`src/rtl/res_ascii_fmt_if.sv`:
```
// Result-in / ASCII-byte-out bundle between the arithmetic stage, the formatter and the UART.
// master is the formatter side; slave is the upstream/transmitter side.
interface res_ascii_fmt_if;
    logic [31:0] res_in;
    logic        res_valid;
    logic        is_signed;
    logic [7:0]  tx_data;
    logic        tx_valid;
    logic        tx_ready;
    logic        busy;
    logic        fmt_done;
    logic        drop;

    modport master (
        input  res_in, res_valid, is_signed, tx_ready,
        output tx_data, tx_valid, busy, fmt_done, drop
    );

    modport slave (
        output res_in, res_valid, is_signed, tx_ready,
        input  tx_data, tx_valid, busy, fmt_done, drop
    );
endinterface

```
`src/rtl/res_ascii_fmt.sv`:
```
// Captures a 32-bit result, converts it to decimal with a serial double dabble and
// streams the ASCII line (optional '-', digits, optional CR LF) over valid/ready.
module res_ascii_fmt #(
    parameter bit EOL_EN = 1'b1
) (
    input  logic           clk,
    input  logic           n_rst,
    res_ascii_fmt_if.master bus
);
    localparam int NDIG = 10;

    typedef enum logic [2:0] {IDLE, CONV, SIGN, DIG, CR, LF} state_t;

    typedef struct packed {
        logic        neg;
        logic [31:0] mag;
    } cap_t;

    state_t                state, state_nxt;
    logic [NDIG-1:0][3:0]  bcd, bcd_adj, bcd_nxt;
    logic [4*NDIG-1:0]     adj_flat;
    logic [31:0]           bin;
    logic [4:0]            cnt;
    logic [3:0]            ptr, msd;
    logic                  neg;
    logic [7:0]            tx_data_c;
    logic                  tx_valid_c, busy_c, accept;
    logic                  fmt_done_q, drop_q;
    cap_t                  cap;

    always_comb begin
        cap.neg = bus.is_signed & bus.res_in[31];
        cap.mag = cap.neg ? (~bus.res_in + 32'd1) : bus.res_in;
    end

    // Add-3 correction on every nibble, then the whole {bcd, bin} shifts left by one.
    genvar g;
    generate
        for (g = 0; g < NDIG; g++) begin : g_add3
            assign bcd_adj[g] = (bcd[g] >= 4'd5) ? bcd[g] + 4'd3 : bcd[g];
        end
    endgenerate

    assign adj_flat = bcd_adj;
    assign bcd_nxt  = {adj_flat[4*NDIG-2:0], bin[31]};

    // Highest nonzero digit of the final iteration's result; 0 when the value is zero.
    always_comb begin
        msd = 4'd0;
        for (int i = 0; i < NDIG; i++) begin
            if (bcd_nxt[i] != 4'd0) msd = 4'(i);
        end
    end

    assign busy_c     = (state != IDLE);
    assign tx_valid_c = (state == SIGN) || (state == DIG) || (state == CR) || (state == LF);
    assign accept     = tx_valid_c & bus.tx_ready;

    always_ff @(posedge clk or negedge n_rst) begin
        if (!n_rst) state <= IDLE;
        else        state <= state_nxt;
    end

    always_comb begin
        state_nxt = state;
        tx_data_c = 8'h00;
        case (state)
            IDLE: if (bus.res_valid) state_nxt = CONV;
            CONV: if (cnt == 5'd0) state_nxt = neg ? SIGN : DIG;
            SIGN: begin
                tx_data_c = 8'h2D;
                if (bus.tx_ready) state_nxt = DIG;
            end
            DIG: begin
                tx_data_c = 8'h30 + {4'h0, bcd[ptr]};
                if (bus.tx_ready && ptr == 4'd0) state_nxt = EOL_EN ? CR : IDLE;
            end
            CR: begin
                tx_data_c = 8'h0D;
                if (bus.tx_ready) state_nxt = LF;
            end
            LF: begin
                tx_data_c = 8'h0A;
                if (bus.tx_ready) state_nxt = IDLE;
            end
            default: state_nxt = IDLE;
        endcase
    end

    always_ff @(posedge clk or negedge n_rst) begin
        if (!n_rst) begin
            bcd        <= '0;
            bin        <= '0;
            cnt        <= '0;
            ptr        <= '0;
            neg        <= 1'b0;
            fmt_done_q <= 1'b0;
            drop_q     <= 1'b0;
        end else begin
            // Only byte states can fall back to IDLE, so this marks the end of a line.
            fmt_done_q <= busy_c && (state_nxt == IDLE);
            drop_q     <= busy_c && bus.res_valid;
            case (state)
                IDLE: begin
                    if (bus.res_valid) begin
                        bin <= cap.mag;
                        neg <= cap.neg;
                        bcd <= '0;
                        cnt <= 5'd31;
                    end
                end
                CONV: begin
                    bcd <= bcd_nxt;
                    bin <= {bin[30:0], 1'b0};
                    if (cnt != 5'd0) cnt <= cnt - 5'd1;
                    else             ptr <= msd;
                end
                DIG: begin
                    if (accept && ptr != 4'd0) ptr <= ptr - 4'd1;
                end
                default: ;
            endcase
        end
    end

    assign bus.tx_data  = tx_data_c;
    assign bus.tx_valid = tx_valid_c;
    assign bus.busy     = busy_c;
    assign bus.fmt_done = fmt_done_q;
    assign bus.drop     = drop_q;
endmodule

```
`src/flat_wrapper.sv`:
```
// flat-port wrapper written by rule: the top's interface ports become plain ports
module res_ascii_fmt_flat 
#(
    parameter bit EOL_EN = 1'b1
)
  (clk, n_rst, bus_res_in, bus_res_valid, bus_is_signed, bus_tx_ready, bus_tx_data, bus_tx_valid, bus_busy, bus_fmt_done, bus_drop);
  res_ascii_fmt_if bus_i ();
  input  logic clk;
  input  logic n_rst;
  input wire logic [$bits(bus_i.res_in)-1:0] bus_res_in;
  input wire logic [$bits(bus_i.res_valid)-1:0] bus_res_valid;
  input wire logic [$bits(bus_i.is_signed)-1:0] bus_is_signed;
  input wire logic [$bits(bus_i.tx_ready)-1:0] bus_tx_ready;
  output wire logic [$bits(bus_i.tx_data)-1:0] bus_tx_data;
  output wire logic [$bits(bus_i.tx_valid)-1:0] bus_tx_valid;
  output wire logic [$bits(bus_i.busy)-1:0] bus_busy;
  output wire logic [$bits(bus_i.fmt_done)-1:0] bus_fmt_done;
  output wire logic [$bits(bus_i.drop)-1:0] bus_drop;
  assign bus_i.res_in = bus_res_in;
  assign bus_i.res_valid = bus_res_valid;
  assign bus_i.is_signed = bus_is_signed;
  assign bus_i.tx_ready = bus_tx_ready;
  assign bus_tx_data = bus_i.tx_data;
  assign bus_tx_valid = bus_i.tx_valid;
  assign bus_busy = bus_i.busy;
  assign bus_fmt_done = bus_i.fmt_done;
  assign bus_drop = bus_i.drop;
  res_ascii_fmt #(.EOL_EN(EOL_EN)) u_core (.clk(clk), .n_rst(n_rst), .bus(bus_i));
endmodule
```
`config.mk`:
```
export PLATFORM = sky130hd
export DESIGN_NAME = res_ascii_fmt_flat
export DESIGN_NICKNAME = d
export VERILOG_FILES = /design/src/rtl/res_ascii_fmt_if.sv /design/src/rtl/res_ascii_fmt.sv /design/src/flat_wrapper.sv
export SDC_FILE = /design/constraint.sdc
export NUM_CORES = 1
export LEC_CHECK = 0
export ABC_AREA = 1
export CAP_MARGIN = 20
export CORE_MARGIN = 10
export CORE_UTILIZATION = 35
export CTS_CLUSTER_SIZE = 10
export DETAILED_ROUTE_END_ITERATION = 6
export PLACE_DENSITY = 0.6
export SYNTH_ARGS = -nofsm -noshare
export SYNTH_HDL_FRONTEND = slang
export SYNTH_SLANG_ARGS = --single-unit
```
`constraint.sdc`:
```
create_clock -name clk -period 2.7 [get_ports clk]
set_input_delay 0.405 -clock clk [delete_from_list [all_inputs] [get_ports clk]]
set_output_delay 0.405 -clock clk [all_outputs]
set_load 0.01 [all_outputs]
```
==> flow_metrics.py, run 1 <==
metrics = {
    "status": {
        "status": "completed",
    },
    "finish": {
        "area_growth_pct": 18.73,
        "antenna_cells_inserted": 0,
        "drive_above_1_share": 0.08716,
        "fin_nets": 928,
    },
    "grt": {
        "met3_usage": 0.02023,
        "grt_antenna_before_repair": 0,
        "grtUsageMet2": 0.2239,
        "use_met1": 0.1845,
        "globalRouteOverflowTotal": 0,
        "grt_pass1_wl_mm": 25.75,
        "grt_max_degree": 44,
        "track_usage": 0.1383,
        "grt_pass1_vias": 5326,
        "busiest_layer": "met2",
    },
    "place": {
        "portBuffers": 46,
        "gp_congestion": 0.8473,
        "preCtsSetupSlack_ns": 0.2462,
        "dpl.hpwl_mm": 11.11,
    },
    "sta": {
        "setup_slack_ns": 0.1693,
        "rsz0062_at_grt": "false",
        "finalSetupTns_ns": 0,
        "skew_ns": 0.008162,
        "min_period_ns": 2.531,
        "finalCritPeriodShare": 0.9373,
        "hold_viol": 0,
        "fmax_mhz": 395.1,
        "relSlewSlack": 0.4440,
        "report.final.setup_viol": 0,
        "worst_pin_slew_ns": 0.8331,
        "drv_slew": 0,
    },
    "synthesis": {
        "yosys-top-cells-area": "dfrtp_1 37%, nand2_1 12%, inv_1 6.7%",
        "synth_warnings": 0,
        "ys_seq_elements": 87,
        "syn_area_um2": 5911,
        "yosys.area.top_type": "dfrtp_1",
        "syn_inst": 819,
        "syn_area_per_cell_um2": 7.217,
        "yosys.area.top_type_share": 0.3683,
        "async_flop_share": 1.000,
        "ys_seq_area_frac": 0.3683,
        "ys_types": 51,
        "yosys_most_used_dff": "dfrtp_1",
        "synth_edf_count": 0,
    },
    "job": {
        "max_cap_viol_count": 0,
    },
    "setup_path": {
        "end_kind": "output port",
        "critPathMaxFanout": 27,
        "worstPathRequired_ns": 2.30,
        "critPathArrivalTime_ns": 2.13,
        "crit_type": "reg -> out",
        "startpoint_type": "flip-flop",
    },
    "detailed_routing": {
        "wl_mm": 15.05,
        "drtPass1Iterations": 4,
        "wl_per_cell_um": 13.78,
        "drc_errors": 0,
        "ant_nets": 0,
        "via_per_inst": 5.011,
        "num_vias": 5472,
        "initialDrtViolationCount": 322,
    },
    "worst_hold_path": {
        "hold_path.class": "reg -> reg",
    },
    "cts": {
        "root_buffer": "clkbuf_16",
        "clk_latency_ns": 0.35,
        "cts_buffers": 9,
        "h-tree-depth": 3,
        "cts_tree": "built",
        "cts.sinks": 87,
        "cts.path.max_buffers": 2,
        "cts.clk_slew.worst_paths_ns": 0.07,
    },
    "floorplan": {
        "die_area_um2": 22490,
        "io_pins": 49,
        "initial_core_util": 0.3564,
        "fp.dieH_um": 150.0,
        "core_um2": 16580,
        "die_w_um": 150.0,
        "num_rows": 47,
    },
    "pwr": {
        "p_leak_uw": 0.003280,
        "power_density_nw_per_um2": 1147,
        "irDropWorstVdd_v": 0.0004727,
    },
}
-- sequential cells by signal, indices dropped and copies added, names as in the netlist --
register	count
u_core.neg	1
u_core.ptr	4
u_core.bin	32
u_core.cnt	5
u_core.bus.drop	1
u_core.state	3
u_core.bus.fmt_done	1
u_core.bcd	40
-- placed cells by master (no fill, tap or decap), types with 7 or more instances in the layout --
cell type and instances:
nand2_1 193, inv_1 105, dfrtp_1 86, o21ai_0 73
nor2_1 54, nand3_1 52, clkdlybuf4s50_1 42, a21oi_1 40
o22ai_1 33, ha_1 24, xor2_1 19, o211ai_1 18
buf_4 16, nor3_1 10, clkbuf_16 9, nand4_1 8
nor2_2 7
-- area by class of cell --
type / instances / area, µm²
fillers: 1732 / 9565
multi-input cells: 589 / 3184
flip-flops and latches: 87 / 2178
repair buffers: 64 / 619.3
inverters: 115 / 444.2
well taps: 220 / 275.3
clock buffers: 11 / 252.7
clock inverters: 5 / 56.30
repair inverters: 1 / 7.507
-- report_power, final --
group	total [µW]	internal, µW	switching, µW
clock network	1300	766	533
logic	4380	1650	2730
registers	2370	1920	447
total	8050	4340	3710
-- worst max-delay path, stage by stage, from the launching register on --
cell             delay (ns)
dfrtp_2                0.45
buf_6                  0.19
a21oi_1                0.14
o21ai_0                0.10
nand3_1                0.12
nand3_1                0.10
a21oi_1                0.14
clkdlybuf4s50_1        0.55
-- synth_stat cells (all sizes together), types with 5 or more instances --
master / number
o21ai: 76
clkbuf: 19
nor2: 64
nand4: 9
buf: 10
or2: 5
nand2: 197
o22ai: 33
xor2: 19
nand3: 55
nor3: 13
a21oi: 41
o221ai: 6
ha: 24
inv: 111
o211ai: 18
dfrtp: 87
-- cell families after synthesis --
kind of cell               after synthesis  synth area share
and+or+nand+nor                        351            0.2631
AOI/OAI and AO/OA                      190            0.1897
buffers and inverters                  144           0.09484
DFF                                     87            0.3683
adders and majority gates               24           0.05080
xor gates and xnor gates                22           0.03260
other                                    1         0.0006344
-- routing by layer --
layer	routed length [µm]	share of wire
met1	7317	0.49
met2	6935	0.46
met3	581	0.039
met4	215	0.014
met5	0	0
-- stage by stage --
| step | total power [µW] | hold slack, ns | cells | area (µm²) | util |
|---|---|---|---|---|---|
| floorplan | 5520 | 0.1094 | 820 | 5914 | - |
| global placement | 6671 | 0.3521 | 1072 | 6649 | 0.4009 |
| detailed placement | 6727 | 0.3532 | 1072 | 6649 | 0.4009 |
| CTS | 8057 | 0.4781 | 1089 | 6968 | 0.4202 |
| global route | 8902 | 0.5143 | 1092 | 7018 | 0.4232 |
| finish | 8049 | 0.4780 | 1092 | 7018 | 0.4232 |
-- path summary, 6_finish.rpt --
check | from | endpoint | slack, ns | cells after the start
worst max-delay path | u_core.ptr[0] | bus_tx_data[3] | 0.17 | 7
worst min-delay path | u_core.cnt[4] | u_core.cnt[4] | 0.48 | 2
worst max register to register | u_core.bcd[12] | u_core.ptr[0] | 0.54 | 17
worst min register to register | u_core.cnt[4] | u_core.cnt[4] | 0.48 | 2
max in group asynchronous | n_rst | u_core.ptr[0] | 1.50 | 3
min in group asynchronous | n_rst | u_core.bin[7] | 0.53 | 2
-- repair_timing --
action | in CTS | in global routing
setup buffers | 0 | 2
endpoints found under the hold margin | 22 | 0
setup endpoints to repair | 0 | 4
hold buffers | 1 | 0
resized for setup | 0 | 11
No activity file was read; power rests on OpenSTA's default activity.
==> inputs of run 2 (changes only) <==
--- a/config.mk
+++ b/config.mk
@@ -9,7 +9,7 @@
 export CAP_MARGIN = 20
 export CORE_MARGIN = 10
 export CORE_UTILIZATION = 35
-export CTS_CLUSTER_SIZE = 10
+export CTS_CLUSTER_SIZE = 28
 export DETAILED_ROUTE_END_ITERATION = 6
 export PLACE_DENSITY = 0.6
 export SYNTH_ARGS = -nofsm -noshare
==> results of run 2 <==
The final DEF is identical to that of run 1; final timing and power are the same.
